File: src/rtl/slt_iter.sv
// Multi-cycle signed/unsigned comparator scanning CHUNK bits per cycle, MSB chunk first.
// Define SLT_ITER_EARLY_EXIT_EN to stop at the first differing chunk; otherwise constant-time.
module adder_n #(
  parameter int W = 8
) (
  input  logic [W-1:0] x,
  input  logic [W-1:0] y,
  input  logic         cin,
  output logic [W-1:0] s,
  output logic         cout
);
  logic [W:0] c_s;

  assign c_s[0] = cin;
  for (genvar i = 0; i < W; i++) begin : g_fa
    assign s[i]     = x[i] ^ y[i] ^ c_s[i];
    assign c_s[i+1] = (x[i] & y[i]) | (c_s[i] & (x[i] ^ y[i]));
  end
  assign cout = c_s[W];
endmodule

module slt_iter #(
  parameter int N     = 32,
  parameter int CHUNK = 8
) (
  input  logic         clk,
  input  logic         rst,
  input  logic         in_valid,
  output logic         in_ready,
  input  logic [N-1:0] a,
  input  logic [N-1:0] b,
  input  logic         is_signed,
  output logic         out_valid,
  input  logic         out_ready,
  output logic         lt,
  output logic         eq,
  output logic         gt
);
  localparam int NC = N / CHUNK;
  localparam int IW = (NC > 1) ? $clog2(NC) : 1;
  localparam logic [IW-1:0] IDX_TOP  = IW'(NC - 1);
  localparam logic [N-1:0]  MSB_MASK = N'(1) << (N - 1);

  typedef enum logic [1:0] {
    S_IDLE = 2'd0,
    S_BUSY = 2'd1,
    S_DONE = 2'd2
  } state_e;

  state_e          state_q;
  logic [N-1:0]    a_q, b_q;
  logic [IW-1:0]   idx_q;
  logic            in_ready_q, out_valid_q, lt_q, eq_q, gt_q;

  logic [CHUNK-1:0] ca_s, cb_s, diff_s;
  logic             cout_s, chunk_lt_s, chunk_eq_s;
  logic             dec_s, fin_lt_s, fin_eq_s;

  assign ca_s = a_q[idx_q*CHUNK +: CHUNK];
  assign cb_s = b_q[idx_q*CHUNK +: CHUNK];

  adder_n #(.W(CHUNK)) u_add (
    .x    (ca_s),
    .y    (~cb_s),
    .cin  (1'b1),
    .s    (diff_s),
    .cout (cout_s)
  );

  // No carry out of a + ~b + 1 means the chunk of A is below the chunk of B.
  assign chunk_lt_s = ~cout_s;
  assign chunk_eq_s = (diff_s == {CHUNK{1'b0}});

`ifdef SLT_ITER_EARLY_EXIT_EN
  assign dec_s    = !chunk_eq_s || (idx_q == {IW{1'b0}});
  assign fin_lt_s = chunk_lt_s;
  assign fin_eq_s = chunk_eq_s;
`else
  logic found_q, st_lt_q;

  assign dec_s    = (idx_q == {IW{1'b0}});
  assign fin_eq_s = !found_q && chunk_eq_s;
  assign fin_lt_s = found_q ? st_lt_q : chunk_lt_s;

  // Sticky capture of the most significant differing chunk while the scan runs on.
  always_ff @(posedge clk or negedge rst) begin
    if (!rst) begin
      found_q <= 1'b0;
      st_lt_q <= 1'b0;
    end else if (state_q == S_IDLE) begin
      found_q <= 1'b0;
      st_lt_q <= 1'b0;
    end else if (state_q == S_BUSY && !found_q && !chunk_eq_s) begin
      found_q <= 1'b1;
      st_lt_q <= chunk_lt_s;
    end else begin
      found_q <= found_q;
      st_lt_q <= st_lt_q;
    end
  end
`endif

  // Control FSM with registered handshake and result outputs.
  always_ff @(posedge clk or negedge rst) begin
    if (!rst) begin
      state_q     <= S_IDLE;
      idx_q       <= {IW{1'b0}};
      a_q         <= {N{1'b0}};
      b_q         <= {N{1'b0}};
      in_ready_q  <= 1'b0;
      out_valid_q <= 1'b0;
      lt_q        <= 1'b0;
      eq_q        <= 1'b0;
      gt_q        <= 1'b0;
    end else begin
      case (state_q)
        S_IDLE: begin
          in_ready_q <= 1'b1;
          if (in_valid && in_ready_q) begin
            // Flipping both sign bits maps two's-complement order onto unsigned order.
            a_q        <= a ^ (is_signed ? MSB_MASK : {N{1'b0}});
            b_q        <= b ^ (is_signed ? MSB_MASK : {N{1'b0}});
            idx_q      <= IDX_TOP;
            in_ready_q <= 1'b0;
            state_q    <= S_BUSY;
          end
        end
        S_BUSY: begin
          if (dec_s) begin
            lt_q        <= fin_lt_s;
            eq_q        <= fin_eq_s;
            gt_q        <= !fin_lt_s && !fin_eq_s;
            out_valid_q <= 1'b1;
            state_q     <= S_DONE;
          end else begin
            idx_q <= idx_q - IW'(1);
          end
        end
        S_DONE: begin
          if (out_ready) begin
            out_valid_q <= 1'b0;
            lt_q        <= 1'b0;
            eq_q        <= 1'b0;
            gt_q        <= 1'b0;
            in_ready_q  <= 1'b1;
            state_q     <= S_IDLE;
          end
        end
        default: begin
          state_q     <= S_IDLE;
          in_ready_q  <= 1'b0;
          out_valid_q <= 1'b0;
          lt_q        <= 1'b0;
          eq_q        <= 1'b0;
          gt_q        <= 1'b0;
        end
      endcase
    end
  end

  assign in_ready  = in_ready_q;
  assign out_valid = out_valid_q;
  assign lt        = lt_q;
  assign eq        = eq_q;
  assign gt        = gt_q;
endmodule

File: config.mk
export PLATFORM = sky130hd
export DESIGN_NAME = slt_iter
export DESIGN_NICKNAME = d
export VERILOG_FILES = /design/src/rtl/slt_iter.sv
export SDC_FILE = /design/constraint.sdc
export NUM_CORES = 1
export LEC_CHECK = 0
export ABC_AREA = 1
export CELL_PAD_IN_SITES_DETAIL_PLACEMENT = 0
export CELL_PAD_IN_SITES_GLOBAL_PLACEMENT = 1
export CORE_MARGIN = 4
export CORE_UTILIZATION = 34
export DETAILED_ROUTE_END_ITERATION = 12
export GPL_ROUTABILITY_DRIVEN = 0
export PLACE_DENSITY = 0.78
export SYNTH_ARGS = -nofsm -noshare
export SYNTH_HDL_FRONTEND = slang
export SYNTH_SLANG_ARGS = --single-unit
File: constraint.sdc
create_clock -name clk -period 4.19 [get_ports clk]
set_input_delay 0.838 -clock clk [delete_from_list [all_inputs] [get_ports clk]]
set_output_delay 0.838 -clock clk [all_outputs]
set_load 0.01 [all_outputs]
Word-level counts from Yosys, hierarchy flattened
Cells that the tools add are included. Widths: inputs -> output; s select.

Add/subtract/negate cells: 1. Eq/ne operators: 6. Shift operators: 2. Multiplexer cells: 25. Bitwise operators: 45. Reductions and logical operators: 19.

Operators by type and width (number): $shiftx 32x6->8 (2); $xor 32x32->32 (2); $mux 32 (1); $and 1x1->1 (15); $pmux 1 s3 (5); $xor 1x1->1 (15); $mux 1 (12); $mux 2 (5); $reduce_and 3->1 (3); $logic_not 8->1 (1); $not 8->8 (1); $or 1x1->1 (8); $ne 2x2->1 const B (3); $pmux 2 s3 (1); $logic_and 1x1->1 (5); $logic_not 1->1 (4); $logic_not 2->1 (2); $not 1->1 (4); $pmux 2 s2 (1); $reduce_and 2->1 (2); $reduce_bool 2->1 (2); $eq 2x1->1 const B (1); $eq 2x2->1 const B (1); $ne 2x1->1 const B (1); $sub 2x1->2 const B (1).

Flip-flop bits (word level): 75. Input bits: 69. Output and inout bits: 5.

Longest topological paths before layout
Depth in word-level cells: 24. Gate-level depth with buffers: 21. Gate-level depth less buffers: 20.

Hierarchy
A second synthesis with hierarchy kept.

Cells, all modules: 444. Area, all modules: 3609.7 µm².

By module, submodules not included: slt_iter (instances 1, cells an instance 426, area each 3412.0 µm²); adder_n (instances 1, cells an instance 18, area each 197.7 µm²).

Least setup slack after synthesis
No wires, ideal clock.

Kind: register to register. Start: reg idx_q[0]. End: reg found_q. Arrival: 3.988 ns. Data required time: 4.064 ns. Path slack: 0.076 ns. Stages on the path, launching flop included: 20. Period minus slack after synthesis: 4.114 ns. Cell sequence: dfrtp_1 > inv_2 > buf_2 > nor2_1 > o22a_1 > ha_1 > a21oi_1 > fa_1 > fa_1 > fa_1 > fa_1 > fa_1 > inv_1 > fa_1 > inv_1 > nand2_1 > nor2_1 > nand2_1 > nand2_1 > o21ai_0.

Longest elaborated chain between the ends: 21.

RTL lines: start, declared (line 52) `logic [IW-1:0] idx_q;`; start signal, assigned (line 107) `idx_q <= {IW{1'b0}};`; start signal, assigned (line 136) `idx_q <= idx_q - IW'(1);`; $shiftx 32x6->8 (line 60) `assign cb_s = b_q[idx_q*CHUNK +: CHUNK];`; $not 8->8 (line 64) `.y (~cb_s),`; $and 1x1->1 or $xor 1x1->1 (tied branches) (line 17, 16); $or 1x1->1 (line 17) `assign c_s[i+1] = (x[i] & y[i]) | (c_s[i] & (x[i] ^ y[i]));`; $and 1x1->1 (line 17); $or 1x1->1 (line 17); $and 1x1->1 (line 17); $or 1x1->1 (line 17); [... 5 more ...]; $or 1x1->1 (line 17); $and 1x1->1 (line 17); $or 1x1->1 (line 17); $xor 1x1->1 (line 16) `assign s[i] = x[i] ^ y[i] ^ c_s[i];`; $logic_not 8->1 (*) (line 72) `assign chunk_eq_s = (diff_s == {CHUNK{1'b0}});`; $logic_not 1->1 (*) (line 93) `end else if (state_q == S_BUSY && !found_q && !chunk_eq_s) begin`; $logic_and 1x1->1 (*) (line 93); $reduce_bool 2->1 (no line) (*); end signal, assigned (line 97) `found_q <= found_q;`; end, declared (line 79) `logic found_q, st_lt_q;`.

Mark *: on every way between the ends. The rest lies on a longest branch, timed or not. A chain may end at the register's enable or synchronous reset.

Worst setup path in the final report
Start: reg idx_q[1]. End: reg found_q.

The elaborated chain is that of the path after synthesis.

==> results.py <==
metrics = {
    "timing": {
        "clock.fmax_mhz": 249.3,
        "hold_violations": 0,
        "final_min_period_over_clock_period_pct": 95.72,
        "tightest_slew_ps": 666.8,
        "finClkSkew_ps": 18.54,
        "maxSlewHeadroom_pct": 55.55,
        "min_period_ps": 4011,
        "final.hold.worst_slack_ps": 474.5,
        "drv_slew": 0,
        "finalSetupViolCount": 0,
        "totalNegativeSetupSlack_ps": 0,
        "rsz0062_at_grt": "yes",
    },
    "setup_path": {
        "start_kind": "register",
        "worst_r2r_startpoint": "idx_q[1]$_DFFE_PN0P_",
        "critical_path.startpoint": "idx_q[1]$_DFFE_PN0P_",
        "timing.critical_path.required_ps": 4400,
        "worstPathMaxFanout": 5,
        "critPathCaptureType": "register",
        "critical_path_arrival_ps": 4220,
        "criticalPathCategory": "reg2reg",
    },
    "clock_tree": {
        "tritoncts_num_sinks": 75,
        "ctsLongestPathBuffers": 2,
        "clock_latency_reported_for_the_late_side_of_the_worst_skew_pair_ps": 340,
        "clockRootBuffer": "clkbuf_8",
        "num_cts_buffers": 9,
        "tritoncts": "built",
        "cts.htree.levels": 3,
        "clk_pin_slew_ps": 80,
    },
    "logic_synthesis": {
        "most_common_cell_in_the_synthesized_netlist": "nand2_1",
        "netlist_cell_types": 22,
        "edff_count_synth": 0,
        "synth_top_family_by_area": "simple AND/OR/NAND/NOR gates",
        "synthesis.nets": 514,
        "synth_warnings": 0,
        "yosys.area.top_type": "dfrtp_1",
        "ys_async_sr_fraction_pct": 100.0,
        "synth_compound_gate_area_share_pct": 9.439,
        "post_synth_inst_count": 436,
        "synth.top_cells.by_count": "nand2_1 (211), dfrtp_1 (75), o21ai_0 (39)",
        "ys_flop_type": "dfrtp_1",
        "synth_xor_area_share_pct": 0.4912,
        "number_of_synthesized_register_bits": 75,
        "synth_adder_area_share_pct": 4.421,
        "seq_area_frac_synth_pct": 52.63,
        "post-synth-top-area-fraction_pct": 52.63,
        "post_synth_mux_area_share_pct": 0,
        "synth_area_leaders": "dfrtp_1 (53%), nand2_1 (22%), o21ai_0 (5.5%)",
        "syn_area_per_cell_um2": 8.179,
        "synth_simple_gate_area_share_pct": 27.44,
        "cell_area_synth_mm2": 0.003566,
    },
    "global_routing": {
        "globalRoute.totalOverflow": 0,
        "grt_antenna_before_repair": 0,
        "vias_in_the_first_global_route": 2893,
        "grt_max_degree": 69,
        "track_usage_pct": 14.28,
        "grt_pass1_wl_mm": 14.27,
    },
    "detailed_routing": {
        "dr.pass1.iters": 4,
        "count_of_routing_violations_after_the_opening_detailed_route_iteration": 156,
        "ant_nets": 0,
        "routed-via-count": 3001,
        "drc": 0,
        "wl_per_cell_um": 13.07,
        "routed_wl_mm": 8.522,
        "avgViaCountPerCell": 4.603,
    },
    "die": {
        "floorplan.die.height_um": 110.4,
        "initial_core_utilization_pct": 34.70,
        "core_mm2": 0.01028,
        "floorplan.rows": 37,
        "dieArea_mm2": 0.01219,
        "die_width_um": 110.4,
        "pin_count": 74,
    },
    "outcome": {
        "status": "finished, final reports clean",
    },
    "cells_and_area": {
        "number_of_nets_in_the_finished_design": 589,
        "antenna_cells_inserted": 0,
        "drive_above_1_share_pct": 8.915,
        "final_core_util_pct": 45.46,
        "postLayoutCellArea_mm2": 0.004672,
        "fillers": 1052,
        "area.growth.synth_to_final_pct": 31.02,
        "fin_cells": 652,
    },
    "place": {
        "place_area_mm2": 0.004405,
        "numPlacedInstances": 636,
        "half_perimeter_wire_length_after_placement_mm": 6.449,
        "port-buffer-count": 73,
    },
    "worst_hold_path": {
        "worst_hold_startpoint": "gt$_DFFE_PN0P_",
        "hold_path_class": "reg2reg",
    },
    "power_and_ir_drop": {
        "cellLeakagePower_nw": 2.269,
        "vdd.ir_drop.worst_uv": 321.6,
        "p_per_area_mw_per_mm2": 788.3,
    },
    "job": {
        "max_cap_violations": 0,
    },
}
==> worst max-delay path, cell delays in order (launching register included) <==
cell and delay, ps:
dfrtp_1 420, inv_1 150, o21ai_0 120, o22a_1 210, ha_4 280, a21oi_1 80
fa_2 340, fa_2 350, fa_2 340, fa_2 350, fa_2 350, inv_2 60
fa_1 390, inv_1 60, nand2_1 50, nor2_2 90, nand2_1 80, nand2_2 80
o21ai_0 80
==> logic make-up after synthesis <==
group | Yosys count
xor+xnor | 2
compound gates | 59
buf+inv | 35
simple gates | 256
flops | 75
fa+ha+maj | 9
==> cells in the final DEF (no fill, tap or decap) <==
cell             synthesis  final
fa_2                     0      5
buf_6                    5      2
fa_1                     6      1
dfrtp_2                  0      1
nand2_2                  0      1
bufinv_16                0      1
clkdlybuf4s50_1          0     72
buf_2                    5      1
buf_4                    6     10
dfrtp_1                 75     74
nor2_2                   1      3
o22a_1                   8      8
clkinvlp_4               0      2
ha_4                     0      1
clkinv_4                 0      1
a21oi_1                  2      2
inv_6                    0      3
inv_2                    2      2
o22ai_2                  0      1
clkbuf_8                 0     10
nand3_2                  1      2
nand2_1                211    210
inv_1                   12     11
nand3b_1                 1      1
o21ai_0                 39     36
nor2_1                  38     36
o22ai_1                  9      8
nand3_1                  4      3
o21ai_1                  1      4
xnor2_1                  2      2
ha_1                     3      2
==> registers in the layout (all words and copies together), names as in the netlist <==
| name | count |
|---|---|
| a_q | 32 |
| b_q | 32 |
| eq | 1 |
| found_q | 1 |
| gt | 1 |
| idx_q | 2 |
| in_ready | 1 |
| lt | 1 |
| out_valid | 1 |
| st_lt_q | 1 |
| state_q | 2 |
==> final timing paths <==
path                                  endpoint  slack, ps  cells after the start
min in group asynchronous   a_q[5]$_DFFE_PN0P_        520                      1
hold / removal                  gt$_DFFE_PN0P_        470                      2
setup reg to reg           found_q$_DFFE_PN0P_        180                     18
setup / recovery           found_q$_DFFE_PN0P_        180                     18
max in group asynchronous  b_q[23]$_DFFE_PN0P_       2620                      2
hold reg to reg                 gt$_DFFE_PN0P_        470                      2
==> where the power goes <==
part	switching [W]	leakage [nW]	internal [W]	total [W]
Combinational	0.00104	1.24	0.000771	0.00182
Clock	0.000275	0.0995	0.000296	0.000571
Sequential	0.000234	0.934	0.00106	0.00130
==> through the flow <==
step                      setup WS (ps)  total power, W
after global routing             -34.15        0.004063
after CTS                         22.32        0.003634
final                             179.5        0.003683
after detailed placement         -85.53        0.003026
after floorplan                   76.05        0.002523
after global placement            78.93        0.002966
==> final cells by class <==
type	count	area, µm²	share of cell area [%]
clock buffers	10	137.6	2.946
clock inverters	6	71.32	1.527
inverters	14	57.56	1.232
multi-input cells	326	1534	32.83
flip-flops and latches	75	1878	40.20
well taps	136	170.2	3.642
repair buffers	85	823.3	17.62
==> layer usage <==
metal	track usage, %	up-vias	part of all wire (%)
met2	21.40	59	45
met5	0	-	0
met1	21.10	1400	50
li1	-	1536	-
met4	3.448	0	0.73
met3	3.123	6	3.9
==> repair_timing <==
action	4_1_cts	5_1_grt
setup endpoints to repair	4	4
pin swaps	1	1
hold buffers	0	0
setup buffers	0	0
resized for setup	7	13
cloned	0	0
Note: power is estimated with default switching activity, not from simulation.
